[src/rtl/led_pkg.sv]
// rtl/led_pkg.sv - shared state encoding and constants for the LED arbiter
package led_pkg;

  typedef enum logic [1:0] {
    S_PS    = 2'd0,
    S_HOLD  = 2'd1,
    S_ALARM = 2'd2
  } led_state_t;

  localparam logic [7:0] LED_IDLE_PAT = 8'h87;
  localparam logic [7:0] LED_ALL_ON   = 8'hFF;
  localparam logic [7:0] LED_ALL_OFF  = 8'h00;

  // PS value when software is driving, otherwise the idle pattern
  function automatic logic [7:0] ps_view(input logic [7:0] ps_led, input logic [7:0] idle_pat);
    return (ps_led != 8'h00) ? ps_led : idle_pat;
  endfunction

endpackage

[src/rtl/led_tick_gen.sv]
// rtl/led_tick_gen.sv - free-running display tick divider
module led_tick_gen #(
  parameter int P_TICK_DIV = 12500000
) (
  input  logic i_clk,
  input  logic i_rst_n,
  output logic o_tick
);

  localparam int CW = (P_TICK_DIV > 2) ? $clog2(P_TICK_DIV) : 1;
  localparam logic [CW-1:0] LAST = CW'(P_TICK_DIV - 1);

  logic [CW-1:0] cnt;

  // count 0..P_TICK_DIV-1, flag one cycle whenever the counter wraps to 0
  always_ff @(posedge i_clk or negedge i_rst_n) begin
    if (!i_rst_n) begin
      cnt    <= '0;
      o_tick <= 1'b0;
    end else if (cnt == LAST) begin
      cnt    <= '0;
      o_tick <= 1'b1;
    end else begin
      cnt    <= cnt + 1'b1;
      o_tick <= 1'b0;
    end
  end

endmodule

[src/rtl/led_arbiter.sv]
// rtl/led_arbiter.sv - LED ownership arbiter: alarm over timed pattern over PS software
module led_arbiter
  import led_pkg::*;
#(
  parameter int         P_TICK_DIV = 12500000,
  parameter logic [7:0] P_IDLE_PAT = LED_IDLE_PAT
) (
  input  logic       i_clk,
  input  logic       i_rst_n,
  input  logic [7:0] i_PS_LED,
  input  logic       i_alarm,
  input  logic       i_req_valid,
  input  logic [7:0] i_req_pattern,
  input  logic [7:0] i_req_ticks,
  output logic       o_req_ack,
  output logic       o_busy,
  output logic [7:0] o_LED
);

  led_state_t state;
  logic       tick;
  logic [7:0] led_q;
  logic       ack_q;
  logic       busy_q;
  logic [7:0] hold_pat;
  logic [7:0] hold_remain;

  // The divider runs independently of the FSM, so a hold's first tick can come early
  led_tick_gen #(
    .P_TICK_DIV(P_TICK_DIV)
  ) u_tick_gen (
    .i_clk  (i_clk),
    .i_rst_n(i_rst_n),
    .o_tick (tick)
  );

  // Ownership FSM; every output is a flop updated alongside the state
  always_ff @(posedge i_clk or negedge i_rst_n) begin
    if (!i_rst_n) begin
      state       <= S_PS;
      led_q       <= LED_ALL_OFF;
      ack_q       <= 1'b0;
      busy_q      <= 1'b0;
      hold_pat    <= 8'h00;
      hold_remain <= 8'h00;
    end else begin
      ack_q <= 1'b0;
      if (i_alarm) begin
        // alarm wins from any state and silently aborts a running hold
        state  <= S_ALARM;
        busy_q <= 1'b0;
        if (state != S_ALARM) begin
          led_q <= LED_ALL_ON;
        end else if (tick) begin
          led_q <= ~led_q;
        end
      end else begin
        case (state)
          S_PS: begin
            // ack_q guard keeps the acknowledge a strict single-cycle pulse
            if (i_req_valid && !ack_q) begin
              hold_pat    <= i_req_pattern;
              hold_remain <= (i_req_ticks == 8'd0) ? 8'd1 : i_req_ticks;
              ack_q       <= 1'b1;
              busy_q      <= 1'b1;
              led_q       <= i_req_pattern;
              state       <= S_HOLD;
            end else begin
              led_q <= ps_view(i_PS_LED, P_IDLE_PAT);
            end
          end
          S_HOLD: begin
            led_q <= hold_pat;
            if (tick) begin
              if (hold_remain <= 8'd1) begin
                state  <= S_PS;
                busy_q <= 1'b0;
                led_q  <= ps_view(i_PS_LED, P_IDLE_PAT);
              end else begin
                hold_remain <= hold_remain - 8'd1;
              end
            end
          end
          S_ALARM: begin
            state <= S_PS;
            led_q <= ps_view(i_PS_LED, P_IDLE_PAT);
          end
          default: begin
            state  <= S_PS;
            busy_q <= 1'b0;
            led_q  <= ps_view(i_PS_LED, P_IDLE_PAT);
          end
        endcase
      end
    end
  end

  assign o_LED     = led_q;
  assign o_req_ack = ack_q;
  assign o_busy    = busy_q;

endmodule

[config.mk]
export PLATFORM = sky130hd
export DESIGN_NAME = led_arbiter
export DESIGN_NICKNAME = d
export VERILOG_FILES = /design/src/rtl/led_pkg.sv /design/src/rtl/led_tick_gen.sv /design/src/rtl/led_arbiter.sv
export SDC_FILE = /design/constraint.sdc
export NUM_CORES = 1
export LEC_CHECK = 0
export CORE_MARGIN = 10
export CORE_UTILIZATION = 30
export DETAILED_ROUTE_END_ITERATION = 8
export SLEW_MARGIN = 20
export SYNTH_ARGS = -nofsm -noshare
export SYNTH_HDL_FRONTEND = slang
export SYNTH_SLANG_ARGS = --single-unit
[constraint.sdc]
create_clock -name i_clk -period 2 [get_ports i_clk]
set_input_delay 0.3 -clock i_clk [delete_from_list [all_inputs] [get_ports i_clk]]
set_output_delay 0.3 -clock i_clk [all_outputs]
set_load 0.05 [all_outputs]
* Yosys cells after proc, flatten, opt, wreduce, memory -nomap -nowiden *
Cells that the tools add are included.

word-level totals
  register bits after elaboration = 53
  latch bits = 0
  memory bits (writable) = 0
  bits in read-only memories = 0
  bits of input ports = 28
  word-level logic and storage cells = 63
  memories kept = 0

cells by class
  add/subtract/negate cells = 2
  $mul = 0
  div/mod/pow operators = 0
  order comparisons = 1
  equality and inequality tests = 12
  shift-type cells = 0
  multiplexer cells = 28
  bitwise logic cells = 2
  reduce and logical (&&, ||, !) cells = 10

operator list
  operator                                                         count
  two-way mux 8 bit                                                11
  one-hot mux 8 bit (2 select lines)                               2
  adder 24 x 1 -> 24 bit (second input constant)                   1
  equality test 24 bit (second input constant)                     1
  two-way mux 24 bit                                               1
  less-or-equal comparator 8 x 1 -> 1 bit (second input constant)  1
  logical NOT 8 bit                                                1
  two-way mux 1 bit                                                8
  two-way mux 2 bit                                                4
  != test 2 bit (second input constant)                            4
  inverter 8 bit                                                   1
  nonzero test 8 bit                                               1
  subtractor 8 x 1 -> 8 bit (second input constant)                1
  != test 3 bit (second input constant)                            2
  AND reduction 3 bit                                              2
  AND reduction 5 bit                                              1
  one-hot mux 2 bit (2 select lines)                               1
  AND reduction 4 bit                                              1
  != test 3 x 1 -> 1 bit (second input constant)                   1
  != test 3 x 2 -> 1 bit (second input constant)                   1
  one-hot mux 1 bit (3 select lines)                               1
  equality test 2 x 1 -> 1 bit (second input constant)             1
  equality test 2 bit (second input constant)                      1
  logical NOT 2 bit                                                1
  other kinds (5)                                                  5

* Longest topological paths before layout *
  word-level depth = 6
  gate-level depth with buffers = 8

* Modules after synthesis *
A second synthesis with hierarchy kept.

unflattened totals
  cell total of the unflattened synthesis = 278
  area total of the unflattened synthesis = 2,917.8 sq um

by module, submodules not included
  module        times used  cells each  area each (sq um)  seq. area each (sq um)
  led_arbiter   1           161         1,715.4            700.7
  led_tick_gen  1           117         1,202.4            625.6

* Least setup slack after synthesis *
No wires, ideal clock.

  path type = reg-to-reg
  start point = register hold_remain[0]
  end point = register hold_remain[0]
  arrival time = 1.805 ns
  setup slack = 0.113 ns
  stages on the path, launching flop included = 8
  clock period less this slack = 1.887 ns
  cells stage by stage = dfrtp_1 inv_1 ha_1 or2_2 a311oi_2 nor2_2 mux2_1 a31oi_1

on the way
  word-level cells in the longest chain between the ends = 4
  elaborated cells between the ends (all ways) = 7
  classes of those cells = 1 x add/sub; 1 x order compare; 1 x eq/ne; 3 x mux; 1 x reduce/logical

ends and longest elaborated chain
  what                                RTL line           text
  from (decl)                         led_arbiter.sv:26  logic [7:0] hold_remain;
  from (signal assigned)              led_arbiter.sv:63  hold_remain <= (i_req_ticks == 8'd0) ? 8'd1 : i_req_ticks;
  from (signal assigned)              led_arbiter.sv:80  hold_remain <= hold_remain - 8'd1;
  subtractor 8 x 1 -> 8 bit           led_arbiter.sv:80
  two-way mux 8 bit                   led_arbiter.sv:75  if (hold_remain <= 8'd1) begin
  two-way mux 8 bit                   led_arbiter.sv:74  if (tick) begin
  one-hot mux 8 bit (2 select lines)  led_arbiter.sv:58  case (state)

Parallel ways exist; a longest one is shown, timed or not. The select of a mux whose other input is x is not followed.
A chain may end at the register's enable or synchronous reset.

* Worst setup path in the final report *
Ends and elaborated chain as after synthesis.

==> results.ini <==
[clock_network]
cts_tree=built
clk_pin_slew_ps=100
root_buffer=clkbuf_8
insertion_delay_ps=310
clockBufferDepth=2
cts.sinks=53
cts-htree-levels=2
cts_buffers=5

[timing]
setup_violations=0
skew_ps=10.1
min_period_over_period_pct=94.7
finalSetupTns_ps=0
max-slew-margin-rel_pct=62.3
rsz0062_at_grt=false
max_slew.worst_pin.slew_ps=560
hold_viol_final=0
fmax_mhz=528
fin_crit_ps=1890
slew_viol_final=0

[hold_path]
min_from=u_tick_gen.cnt[21]
hold_path.class=register to register

[place]
port_buffers=37
dp_cells=422
hpwl_um=4520
globalplace.congestion=0.775

[synth]
ys_top_cells_by_area=dfrtp_1 49%, nor2_1 4.1%, mux2_2 3.3%
ys_ff_latch=53
synth_edf_count=0
async_flop_share_pct=100
synth_top_area_share_pct=48.6
synth.avg_cell_area_um2=10.1
yosys.area.top_type=dfrtp_1
ys.flop_type=dfrtp_1
synth_nets=302
yosys.cell_count.top_type=dfrtp_1
postSynthCellCount=271
ys_seq_area_share_pct=48.6
yosysWarningCount=0
synth_cell_types=50
synth_top_cells_by_count=53 x dfrtp_1, 30 x nor2_1, 15 x nand2_1, 15 x o21ai_0, 14 x a21oi_1
synthesis.area_mm2=0.00273

[die]
dieArea_mm2=0.0133
fp.dieH_um=115
core_mm2=0.00881
die_w_um=115
ios=38
initial_core_util_pct=31.0
rows=34

[route]
firstDrtPassIters=4
first_iter_violations=75
drc_errors=0
vias_per_cell=5.03
wirelength_um=6110
wl_per_cell_um=14.1
num_vias=2181
antenna_left=0

[worst_setup_path]
worst_setup_path_start_kind=register
cp_slowest_cell=dfrtp_1
cp.buffers_inverters=1
crit_type=register to register
reg2reg_slack_ps=110
worstPathRequired_ps=2230
crit_family=compound AO/OA/AOI/OAI gates
cp-startpoint=hold_remain[0]
cp.arrival_ps=2130
worstPathMaxFanout=8
slowest_delay_ps=410
cp-end-kind=register
regToRegStartpoint=hold_remain[0]
path_cells=inv_2, ha_1, or2_4, a311oi_4, nor2_4, mux2_1, a31oi_1

[outcome]
status=complete, no violations

[power]
power_density_mw_per_mm2=676
peakVddDrop_mv=0.279
finalPower_mw=2.35
power.leakage_nw=1.45

[global_routing]
grt_pass1_wl_um=10200
grt_max_degree=54
grt_pass1_vias=2133
overflow=0
grt_usage_pct=9.22
antenna_found_initial=0

[final_layout]
syn_to_final_growth_pct=27.7
final_nets=356
stdcell_count=434
num_antenna_cells=0
drive_gt1_share_pct=14.4

[flow_run]
max_cap_viol_count=0

-- routing by layer --
metal	GRT usage (%)	up-vias	part of all wire, %
met5	0	-	0
met4	2.03	0	0.70
met3	2.34	6	4.2
met2	15.3	32	48
met1	11.8	1052	47
li1	-	1091	-
-- cell families (layout without fill, tap and decap cells) --
group	after synthesis	in the layout	synth area share, %
flops	53	53	48.6
mux	10	10	4.08
xor+xnor	20	20	6.42
compound gates	62	62	15.2
buf+inv	19	74	3.17
simple gates	104	104	21.1
fa+ha+maj	3	3	1.38
-- layout make-up --
cell class              instances  area [µm²]
multi-input cells             199        1340
inverters                       8        30.0
clock inverters                 2        13.8
repair buffers                 58         563
fillers                       893        5320
flip-flops and latches         53        1330
well taps                     108         135
clock buffers                   6        72.6
-- per-stage QoR --
stage | cell area (µm²) | setup WS [ps] | utilization, % | hold slack (ps)
after detailed placement | 3340 | 0.650 | 38.0 | 317
after global placement | 3340 | 19.5 | 38.0 | 314
after floorplan | 2730 | 113 | - | 4.41
final | 3480 | 106 | 39.5 | 475
after global routing | 3480 | 1.53 | 39.5 | 494
after CTS | 3440 | 20.1 | 39.1 | 478
-- layout by cell type (no fill, tap or decap), types with 7 or more instances in the layout --
cell type / count
dfrtp_1: 53
clkdlybuf4s50_1: 36
nor2_1: 30
buf_4: 17
nand2_1: 15
a21oi_1: 14
o21ai_0: 13
nand3_1: 10
xnor2_1: 10
nor3_1: 10
xor2_1: 10
o21ai_1: 9
mux2_2: 8
inv_1: 7
a22oi_1: 7
-- path summary, 6_finish.rpt --
check	endpoint	cells after the start
setup / recovery	hold_remain[0]	7
hold / removal	u_tick_gen.cnt[21]	1
setup reg to reg	hold_remain[0]	7
hold reg to reg	u_tick_gen.cnt[21]	1
max in group asynchronous	u_tick_gen.cnt[11]	3
min in group asynchronous	u_tick_gen.cnt[19]	3
-- registers in the layout (all words and copies together) (netlist names) --
name and flops:
u_tick_gen.cnt 24, hold_remain 8, o_busy 1, hold_pat 8, state 2, o_LED 8, u_tick_gen.o_tick 1, o_req_ack 1
-- power breakdown --
| part | total [mW] | switching, mW | internal (mW) |
|---|---|---|---|
| clock | 0.611 | 0.360 | 0.251 |
| combinational | 0.500 | 0.270 | 0.229 |
| sequential | 1.24 | 0.0788 | 1.16 |
-- what timing repair did --
item	CTS	global route
setup buffers	0	3
hold buffers	1	0
endpoints found under the hold margin	53	0
setup endpoints to repair	2	6
pin swaps	1	4
resized for setup	0	7
Note: power is estimated with default switching activity, not from simulation.
